`src/rtl/cpu_trace_streamer.sv`:
```
// cpu_trace_streamer: on a trigger, freezes the MIPS core and streams one
// architectural-state snapshot frame (header, cycle count, PC, hazard counts,
// register file, low data memory) as 32-bit words on a valid/ready stream.
module cpu_trace_streamer #(
  parameter int NREG = 32,
  parameter int NMEM = 8
) (
  input  logic        clk,
  input  logic        rst,
  input  logic        start_i,
  input  logic        trig_i,
  input  logic [31:0] pc_i,
  input  logic        stall_i,
  input  logic        flush_i,
  output logic        freeze_o,
  output logic [4:0]  rf_addr_o,
  input  logic [31:0] rf_data_i,
  output logic [31:0] dm_addr_o,
  input  logic [31:0] dm_data_i,
  output logic [31:0] tx_data_o,
  output logic        tx_valid_o,
  output logic        tx_last_o,
  input  logic        tx_ready_i,
  output logic        busy_o
);

  localparam int         FRAME     = 4 + NREG + NMEM;
  localparam logic [6:0] REG_BEGIN = 7'd4;
  localparam logic [6:0] MEM_BEGIN = 7'(4 + NREG);
  localparam logic [6:0] FRAME_LEN = 7'(FRAME);
  localparam logic [6:0] LAST_IDX  = 7'(FRAME - 1);

  typedef enum logic [1:0] {IDLE, SNAP, STREAM} state_t;

  state_t      state;
  logic [31:0] cyc_cnt;
  logic [15:0] stall_cnt;
  logic [15:0] flush_cnt;
  logic [15:0] seq;
  logic        drop;
  logic [31:0] snap_cyc;
  logic [31:0] snap_pc;
  logic [15:0] snap_stall;
  logic [15:0] snap_flush;
  logic [6:0]  idx;
  logic [6:0]  mem_rel;
  logic [31:0] next_word;
  logic        count_en;
  logic        load_en;
  logic        last_xfer;
  logic        in_reg;
  logic        in_mem;

  // idx always names the word that will be loaded next, so the read ports
  // already point at it during the cycle before the load edge.
  assign count_en  = start_i && !freeze_o;
  assign load_en   = (state == STREAM) && (!tx_valid_o || tx_ready_i);
  assign last_xfer = load_en && tx_valid_o && tx_last_o;
  assign in_reg    = (state == STREAM) && (idx >= REG_BEGIN) && (idx < MEM_BEGIN);
  assign in_mem    = (state == STREAM) && (idx >= MEM_BEGIN) && (idx < FRAME_LEN);
  assign mem_rel   = idx - MEM_BEGIN;
  assign rf_addr_o = in_reg ? 5'(idx - REG_BEGIN) : 5'd0;
  assign dm_addr_o = in_mem ? {23'd0, mem_rel, 2'b00} : 32'd0;

  // Select the payload for the next word from the snapshot or the read ports.
  always_comb begin
    next_word = dm_data_i;
    if (idx == 7'd1) begin
      next_word = snap_cyc;
    end else if (idx == 7'd2) begin
      next_word = snap_pc;
    end else if (idx == 7'd3) begin
      next_word = {snap_stall, snap_flush};
    end else if (idx < MEM_BEGIN) begin
      next_word = rf_data_i;
    end
  end

  // Performance counters run only while the core runs and is not frozen.
  always_ff @(posedge clk or negedge rst) begin
    if (!rst) begin
      cyc_cnt   <= 32'd0;
      stall_cnt <= 16'd0;
      flush_cnt <= 16'd0;
    end else if (count_en) begin
      cyc_cnt <= cyc_cnt + 32'd1;
      if (stall_i && (stall_cnt != 16'hFFFF)) begin
        stall_cnt <= stall_cnt + 16'd1;
      end
      if (flush_i && (flush_cnt != 16'hFFFF)) begin
        flush_cnt <= flush_cnt + 16'd1;
      end
    end
  end

  // Frame sequencer: capture on trigger, emit header, then stream words.
  always_ff @(posedge clk or negedge rst) begin
    if (!rst) begin
      state      <= IDLE;
      freeze_o   <= 1'b0;
      busy_o     <= 1'b0;
      tx_valid_o <= 1'b0;
      tx_last_o  <= 1'b0;
      tx_data_o  <= 32'd0;
      idx        <= 7'd0;
      seq        <= 16'd0;
      drop       <= 1'b0;
      snap_cyc   <= 32'd0;
      snap_pc    <= 32'd0;
      snap_stall <= 16'd0;
      snap_flush <= 16'd0;
    end else begin
      case (state)
        IDLE: begin
          if (trig_i) begin
            snap_cyc   <= cyc_cnt;
            snap_pc    <= pc_i;
            snap_stall <= stall_cnt;
            snap_flush <= flush_cnt;
            freeze_o   <= 1'b1;
            busy_o     <= 1'b1;
            idx        <= 7'd0;
            state      <= SNAP;
          end
        end
        SNAP: begin
          tx_data_o  <= {8'hA5, 7'd0, drop, seq};
          tx_valid_o <= 1'b1;
          tx_last_o  <= 1'b0;
          idx        <= 7'd1;
          drop       <= trig_i;
          state      <= STREAM;
        end
        STREAM: begin
          if (trig_i) begin
            drop <= 1'b1;
          end
          if (last_xfer) begin
            tx_valid_o <= 1'b0;
            tx_last_o  <= 1'b0;
            freeze_o   <= 1'b0;
            busy_o     <= 1'b0;
            seq        <= seq + 16'd1;
            idx        <= 7'd0;
            state      <= IDLE;
          end else if (load_en) begin
            tx_data_o  <= next_word;
            tx_valid_o <= 1'b1;
            tx_last_o  <= (idx == LAST_IDX);
            idx        <= idx + 7'd1;
          end
        end
        default: begin
          state <= IDLE;
        end
      endcase
    end
  end

endmodule

```
`config.mk`:
```
export PLATFORM = sky130hd
export DESIGN_NAME = cpu_trace_streamer
export DESIGN_NICKNAME = d
export VERILOG_FILES = /design/src/rtl/cpu_trace_streamer.sv
export SDC_FILE = /design/constraint.sdc
export NUM_CORES = 1
export LEC_CHECK = 0
export BUFFER_PORTS_ARGS = -buffer_cell sky130_fd_sc_hd__buf_4
export CELL_PAD_IN_SITES_DETAIL_PLACEMENT = 0
export CELL_PAD_IN_SITES_GLOBAL_PLACEMENT = 1
export CORE_UTILIZATION = 45
export CTS_CLUSTER_SIZE = 10
export DETAILED_ROUTE_END_ITERATION = 10
export PLACE_DENSITY_LB_ADDON = 0.3
export SYNTH_ARGS = -nofsm -noshare
export SYNTH_HDL_FRONTEND = slang
export SYNTH_SLANG_ARGS = --single-unit
```
`constraint.sdc`:
```
create_clock -name clk -period 2.6 [get_ports clk]
set_input_delay 0.78 -clock clk [delete_from_list [all_inputs] [get_ports clk]]
set_output_delay 0.78 -clock clk [all_outputs]
set_load 0.1 [all_outputs]
```
# Word-level counts from Yosys, hierarchy flattened
# Index checks and enable logic that the tools add are counted.
# totals
ff_bits	221
inputBits	103
word_cells	93
# op_classes
n_addsub	7
order_cmp	4
eq_ne	14
muxes	26
reduce_logical	27
# ops
op	count
32-bit two-way mux	6
32-bit case mux with 2 select lines	1
16-bit by 1-bit adder with 16-bit output, second input constant	3
32-bit by 1-bit adder with 32-bit output, second input constant	1
16-bit != test, second input constant	2
7-bit two-way mux	3
7-bit case mux with 3 select lines	1
7-bit by 2-bit == test with 1-bit output, second input constant	2
7-bit by 6-bit < comparator with 1-bit output, second input constant	2
2-bit AND reduction	7
1-bit logical AND	10
2-bit != test, second input constant	5
9-bit two-way mux	1
3-bit AND reduction	3
1-bit case mux with 2 select lines	4
7-bit by 1-bit adder with 7-bit output, second input constant	1
7-bit by 1-bit == test with 1-bit output, second input constant	1
7-bit by 6-bit == test with 1-bit output, second input constant	1
7-bit by 3-bit greater-or-equal comparator with 1-bit output, second input constant	1
7-bit by 6-bit greater-or-equal comparator with 1-bit output, second input constant	1
7-bit by 6-bit subtractor with 7-bit output, second input constant	1
1-bit two-way mux	6
2-bit case mux with 3 select lines	1
5-bit two-way mux	1
10 further kinds	13

# Depth between registers and ports, before layout
# Gate-level depths: netlist of run 1.
# depth
depth_word	8
ltp_mapped	9
mapped_depth_nobuf	6

# Worst setup path after synthesis of run 1
# Ideal clock, no wire load.
# synth_path
path_kind	register to output
from	register state[0]
to	output port dm_addr_o[7]
arrival_time_ns	3.210
setup_slack_ns	-1.390
stages_incl_launch_ff	8
n_path_buf	1
cell_sequence	dfrtp_1 > inv_1 > ha_1 > buf_2 > nand2b_1 > a21oi_1 > o31ai_1 > nor3_1
# synth_between
elab_chain_len	4
# synth_rtl
item	line_no	text
start, declared	35	state_t state;
start signal, assigned	99	state <= IDLE;
start signal, assigned	123	state <= SNAP;
start signal, assigned	132	state <= STREAM;
2-bit == test	60	assign in_mem = (state == STREAM) && (idx >= MEM_BEGIN) && (idx < FRAME_LEN);
1-bit logical AND (2 in series)	60	
9-bit two-way mux	63	assign dm_addr_o = in_mem ? {23'd0, mem_rel, 2'b00} : 32'd0;
end, declared	18	output logic [31:0] dm_addr_o,
# Every way passes these cells.

# Final worst setup path of run 1
# layout_path
from	register idx[2]
to	output port dm_addr_o[7]
# layout_between
elab_chain_len	4
word_cells_on_any_way	6
cone_classes	add/sub: 1; order compare: 2; mux: 1; reduce/logical: 2
# layout_rtl
item	line_no	text
start, declared	45	logic [6:0] idx;
start signal, assigned	150	idx <= idx + 7'd1;
7-bit by 6-bit greater-or-equal comparator with 1-bit output	60	
1-bit logical AND (2 in series)	60	
9-bit two-way mux *	63	
# Every way passes the cells marked *; elsewhere a longest branch is shown, timed or not.

==> results of run 1 <==
[logic make-up (layout without fill, tap and decap cells)]
| kind of cell | after synthesis | in the layout | share of synthesized area [%] |
|---|---|---|---|
| AND/OR/NAND/NOR | 351 | 351 | 17.6 |
| multiplexers | 100 | 100 | 9.60 |
| AO/OA/AOI/OAI | 202 | 202 | 13.1 |
| buffers and inverters | 115 | 275 | 5.02 |
| XOR/XNOR | 75 | 75 | 5.61 |
| flip-flops | 221 | 221 | 47.3 |
| adder cells (fa/ha/maj) | 17 | 17 | 1.82 |
| other | 1 | 25 | 0.0320 |
[final cells by class]
type                            count  area [sq um]  area share, %
Multi-Input combinational cell    770          5860           40.3
Inverter                           18          67.6          0.465
Sequential cell                   221          5530           38.1
Clock buffer                       35           684           4.71
Timing Repair Buffer              221          1950           13.4
Tap cell                          330           413           2.84
Clock inverter                      1          16.3          0.112
[timing repair]
item | CTS | global route
buffers inserted | 10 | 0
setup endpoints to repair | 12 | 14
resized for setup | 57 | 8
pin swaps | 7 | 6
[power by group through the flow]
stage          sequential (uW)  clock, uW  combinational, uW
3_5_place_dp              4680          0               4530
5_1_grt                   4710       3330               4880
2_1_floorplan             5610          0               2150
4_1_cts                   4620       3210               4580
3_3_place_gp              4660          0               4490
6_report                  4630       3140               4560
[cell usage after synthesis, drive strengths merged, types with 7 or more instances]
| library cell | count | area [sq um] |
|---|---|---|
| dfrtp | 221 | 5530 |
| mux2 | 98 | 1100 |
| nand2 | 63 | 236 |
| clkbuf | 53 | 199 |
| and3 | 46 | 288 |
| nand3b | 45 | 338 |
| xnor2 | 45 | 394 |
| buf | 44 | 322 |
| nor2 | 41 | 154 |
| nand3 | 34 | 175 |
| a21boi | 33 | 248 |
| o311ai | 32 | 280 |
| xor2 | 30 | 263 |
| a22oi | 26 | 195 |
| nand4 | 23 | 144 |
| a21oi | 22 | 110 |
| nor2b | 19 | 119 |
| inv | 18 | 67.6 |
| nand2b | 18 | 113 |
| ha | 17 | 213 |
| a2111oi | 16 | 146 |
| o21ai | 15 | 75.1 |
| o221ai | 15 | 131 |
| nor4 | 14 | 125 |
| and4 | 12 | 105 |
| a221oi | 11 | 96.3 |
| nor3 | 11 | 55.1 |
| a31oi | 7 | 43.8 |
[worst max path at each step]
stage	startpoint	endpoint	slack (ns)	cells past startpoint
after floorplan	idx[2]$_DFFE_PN0P_	dm_addr_o[6]	-0.22	5
after global placement	idx[4]$_DFFE_PN0P_	tx_data_o[11]$_DFFE_PN0P_	0.16	6
after detailed placement	idx[4]$_DFFE_PN0P_	tx_data_o[11]$_DFFE_PN0P_	0.07	6
after CTS	idx[2]$_DFFE_PN0P_	rf_addr_o[4]	-0.20	5
after global routing	state[0]$_DFFE_PN0P_	dm_addr_o[3]	-0.25	8
final	idx[2]$_DFFE_PN0P_	dm_addr_o[7]	-0.19	6
[stage by stage]
stage / cells / worst slack, ns / utilization [%] / total power (uW) / cell area, sq um
floorplan: 1106 / -0.219 / - / 7760 / 11800
global placement: 1550 / 0.156 / 53.2 / 9150 / 13500
detailed placement: 1550 / 0.0689 / 53.2 / 9210 / 13500
CTS: 1596 / -0.198 / 57.2 / 12400 / 14500
global route: 1596 / -0.253 / 57.4 / 12900 / 14500
finish: 1596 / -0.187 / 57.4 / 12300 / 14500
[flip-flops by register name, indices dropped and copies added, names as in the netlist, 2 cells and up]
signal and cells:
cyc_cnt 32, flush_cnt 16, idx 7, seq 16, snap_cyc 32, snap_flush 16
snap_pc 32, snap_stall 16, stall_cnt 16, state 2, tx_data_o 32
[routing by layer]
metal	vias to the layer above	wire [microns]	global-route usage, %
met5	-	0	0
met4	0	1040	8.37
met3	54	1880	3.40
met2	295	15100	39.2
met1	4608	15000	35.9
li1	4312	-	-
==> results.yml, run 1 <==
timing:
  fin_crit_sh_pct: 107
  max_freq_ghz: 0.359
  whs_ns: 0.161
  fin_crit_ns: 2.79
  tightest_slew_ns: 0.905
  fin_setup_tns_ns: -2.14
  skew_ns: 0.0167
  hold_viol: 0
  grt_setup_unrepaired: "true"
  setup-violations-final: 12
  report.final.slew_viol_count: 0
  fin_ws_ns: -0.187
  max_slew_margin_pct: 39.7
pwr:
  internal_power_uw: 7530
  p_clk_share_pct: 25.5
  p_sw_share_pct: 38.9
  power_frac_seq_pct: 37.5
  ir_drop_mv: 0.715
  power_leakage_uw: 0.00654
  p_comb_share_pct: 37.0
  p_per_area_nw_per_um2: 849
  p_sw_uw: 4800
status:
  outcome: "finished, violations left"
  violations: "setup timing"
setup_path:
  max_stage_delay_ns: 0.47
  cp_max_fo: 7
  cp-start-kind: "flip-flop"
  worst-setup-path-type: "flip-flop to output pin"
  worst_ep_required_time_ns: 1.82
  critPathSlowestCell: "dfrtp_2"
  crit_arrival_ns: 2.01
  rr_worst_depth: 7
  r2r-start: "idx[2]$_DFFE_PN0P_"
  crit_chain: "ha_4 > and4_1 > o31ai_2 > buf_6 > nor3_4 > buf_12"
  cp-end-kind: "output pin"
  cpLargestDelayFamily: "flip-flops"
  cp.buffers_inverters: 2
  r2r-end: "tx_data_o[11]$_DFFE_PN0P_"
  r2r_slack_ns: 0.17
route:
  first_pass_iters: 5
  finalWirelength_microns: 33000
  vias: 9269
  wire_per_inst_microns: 20.7
  drc_errors: 0
  viasPerCell: 5.81
  drt_iter0_drc: 597
  ant_nets: 0
logic_synthesis:
  synthDistinctLibCells: 61
  synth_edf_count: 0
  yosys_warnings: 0
  synth-async-reset-ratio_pct: 100
  yosys_register_bits: 221
  syn_inst: 1082
  synth_area_per_cell_sq_um: 10.8
  synth_seq_area_share_pct: 47.3
  synthFlopType: "dfrtp_1"
  netlist_area_sq_um: 11700
placed_design:
  gp_congestion: 0.889
  hpwl_microns: 23700
  port_buffers: 150
grt:
  gr-usage-all-layers_pct: 25.1
  grt_pass1_wl_microns: 51800
  grt_max_degree: 71
  antenna_found_initial: 0
  grt_pass1_vias: 9030
  overflow: 0
floorplanning:
  die_h_microns: 163
  io_pins: 176
  die_w_microns: 163
  start_util_pct: 46.2
  fp-row-count: 58
  dieArea_sq_um: 26700
  core_area_sq_um: 25300
layout:
  fin_nets: 1378
  n_fill_cell: 2132
  drive_gt1_share_pct: 30.7
  synthToLayoutAreaGrowth_pct: 24.1
  layout_common_cells: "dfrtp_1 (218), buf_4 (195), mux2_2 (98), nand2_1 (62), and3_1 (46)"
  diodes: 0
  layout_commonest_cell: "dfrtp_1"
run:
  maxCapViolCount: 0
clock_tree:
  cts_root_buffer: "clkbuf_16"
  cts_tree: "done"
  htree_levels: 1
  hold_buffers: 0
  clkTransAtPathRegs_ns: 0.06
  cts_buffers: 26
  cts_sinks: 221
  clk_path_buf_depth: 3
  insertion_delay_ns: 0.53
worst_hold_path:
  min_path_type: "input pin to asynchronous set/reset pin"
Power figures use the tool's default switching activity.
==> run 2: changes to the inputs <==
--- a/config.mk
+++ b/config.mk
@@ -8,5 +8,5 @@
 export BUFFER_PORTS_ARGS = -buffer_cell sky130_fd_sc_hd__buf_4
-export CELL_PAD_IN_SITES_DETAIL_PLACEMENT = 0
-export CELL_PAD_IN_SITES_GLOBAL_PLACEMENT = 1
-export CORE_UTILIZATION = 45
+export CELL_PAD_IN_SITES_DETAIL_PLACEMENT = 1
+export CELL_PAD_IN_SITES_GLOBAL_PLACEMENT = 2
+export CORE_UTILIZATION = 37
 export CTS_CLUSTER_SIZE = 10
--- a/constraint.sdc
+++ b/constraint.sdc
@@ -3,2 +3,2 @@
 set_output_delay 0.78 -clock clk [all_outputs]
-set_load 0.1 [all_outputs]
+set_load 0.005 [all_outputs]
==> results.yml, run 2 (synthesis gave the netlist of run 1 again) <==
clock_tree:
  cts_buffers: 27
  cts_sinks: 221
  clkTransAtPathRegs_ns: 0.06
  insertion_delay_ns: 0.54
  cts_tree: "done"
  htree_levels: 1
  clk_path_buf_depth: 3
  cts_root_buffer: "clkbuf_16"
layout:
  synthToLayoutAreaGrowth_pct: 23.6
  drive_gt1_share_pct: 30.5
  multi_input_area_sq_um: 5760
  regArea_sq_um: 5540
  fin_nets: 1385
  layout_commonest_cell: "dfrtp_1"
  n_fill_cell: 3362
  layout_common_cells: "dfrtp_1 (216), buf_4 (213), mux2_2 (98), nand2_1 (62), and3_1 (46)"
  final_core_util_pct: 46.9
  diodes: 0
  stdcell_count: 1672
setup_path:
  max_stage_delay_ns: 0.47
  cpLargestDelayFamily: "buffers and inverters"
  worst_ep_required_time_ns: 1.82
  worst-setup-path-type: "flip-flop to output pin"
  r2r-start: "idx[2]$_DFFE_PN0P_"
  cp-startpoint: "idx[2]$_DFFE_PN0P_"
  crit_chain: "buf_6 > nor3_4 > nor2_4 > o31ai_2 > buf_4 > nor2_1 > buf_4"
  cp_common_cell: "buf_4"
  crit_arrival_ns: 2.01
  critPathSlowestCell: "dfrtp_2"
  cp-start-kind: "flip-flop"
  cp-end-kind: "output pin"
  cp_max_fo: 7
  cp.buffers_inverters: 3
grt:
  antenna_found_initial: 0
  gr-usage-all-layers_pct: 22.8
  grt_pass1_vias: 9721
  met3_usage_pct: 2.90
  overflow: 0
  grt_max_degree: 58
  use_met2_pct: 36.4
  grt_pass1_wl_microns: 58100
  top_usage_layer: "met2"
  grt_util_met1_pct: 32.5
timing:
  skew_ns: 0.0126
  fin_crit_sh_pct: 107
  setup-violations-final: 12
  fin_crit_ns: 2.79
  fin_setup_tns_ns: -1.79
  max_freq_ghz: 0.359
  tightest_slew_ns: 0.792
  fin_ws_ns: -0.189
  grt_setup_unrepaired: "true"
  max_slew_margin_pct: 45.8
  hold_viol: 0
  report.final.slew_viol_count: 0
pwr:
  p_per_area_nw_per_um2: 781
  ir_drop_mv: 0.484
  power_leakage_uw: 0.00656
placed_design:
  hpwl_microns: 26200
  gp_congestion: 0.875
  dp_cells: 1622
  port_buffers: 150
route:
  finalWirelength_microns: 36300
  drt_iter0_drc: 536
  first_pass_iters: 9
  ant_nets: 0
  vias: 9365
  viasPerCell: 5.60
  wire_per_inst_microns: 21.7
  drc_errors: 13
floorplanning:
  core_area_sq_um: 30800
  die_w_microns: 180
  start_util_pct: 38.0
  die_h_microns: 180
  fp-row-count: 64
  dieArea_sq_um: 32300
  io_pins: 176
run:
  maxCapViolCount: 0
status:
  violations: "DRC, setup timing"
  outcome: "finished, violations left"
worst_hold_path:
  min_path_type: "input pin to asynchronous set/reset pin"
## run 2: changes by cell type in the layout (fill, tap and decap cells not counted), sizes merged
cell    previous run  this run
buf              221       227
clkbuf            35        37
clkinv             1         2
inv               18        19
## run 2: worst paths after layout
check | endpoint | slack [ns] | depth (start not counted)
min in group clk | snap_pc[27]$_DFFE_PN0P_ | 0.47 | 2
worst min register to register | cyc_cnt[31]$_DFFE_PN0P_ | 0.48 | 1
worst max register to register | tx_data_o[11]$_DFFE_PN0P_ | 0.05 | 6
max in group asynchronous | snap_pc[25]$_DFFE_PN0P_ | 1.73 | 2
worst min-delay path | idx[6]$_DFFE_PN0P_ | 0.16 | 1
worst max-delay path | dm_addr_o[6] | -0.19 | 7
## run 2: layer usage
layer  vias up  share of wire, %
li1       4322                 -
met1      4786                47
met2       211                46
met3        46               4.0
met4         0               2.6
met5         -                 0
## run 2: worst reg2reg max path: cells and delay by family (launching register included)
family / cells / cell delay [ns]
AO/OA/AOI/OAI: 2 / 0.52
buffers and inverters: 2 / 0.39
flip-flops: 1 / 0.47
AND/OR/NAND/NOR: 2 / 1.03
## run 2: what timing repair did
| item | in CTS | in global routing |
|---|---|---|
| resized for setup | 19 | 6 |
| buffers inserted | 7 | 3 |
| endpoints found under the setup margin | 13 | 14 |
| pin swaps | 1 | 4 |
| hold buffers | 0 | 0 |
## run 2: metrics by stage
step / total power, uW / worst slack [ns] / instance area (sq um) / hold WS [ns]
2_1_floorplan: 6490 / 0.267 / 11800 / 0.438
3_3_place_gp: 7850 / -0.0756 / 13500 / 0.457
3_5_place_dp: 7940 / -0.0990 / 13500 / 0.480
4_1_cts: 11400 / -0.166 / 14400 / 0.188
5_1_grt: 11900 / -0.247 / 14500 / 0.190
6_report: 11300 / -0.189 / 14500 / 0.165
## run 2: area by class of cell
| type | count | area share [%] |
|---|---|---|
| Clock inverter | 3 | 0.130 |
| Inverter | 18 | 0.484 |
| Timing Repair Buffer | 227 | 12.7 |
| Multi-Input combinational cell | 770 | 39.8 |
| Tap cell | 396 | 3.43 |
| Clock buffer | 37 | 5.14 |
| Sequential cell | 221 | 38.3 |
## run 2: report_power, final
| part | switching, uW | internal, uW |
|---|---|---|
| Clock | 1410 | 1960 |
| Combinational | 1690 | 1550 |
| Sequential | 544 | 4130 |
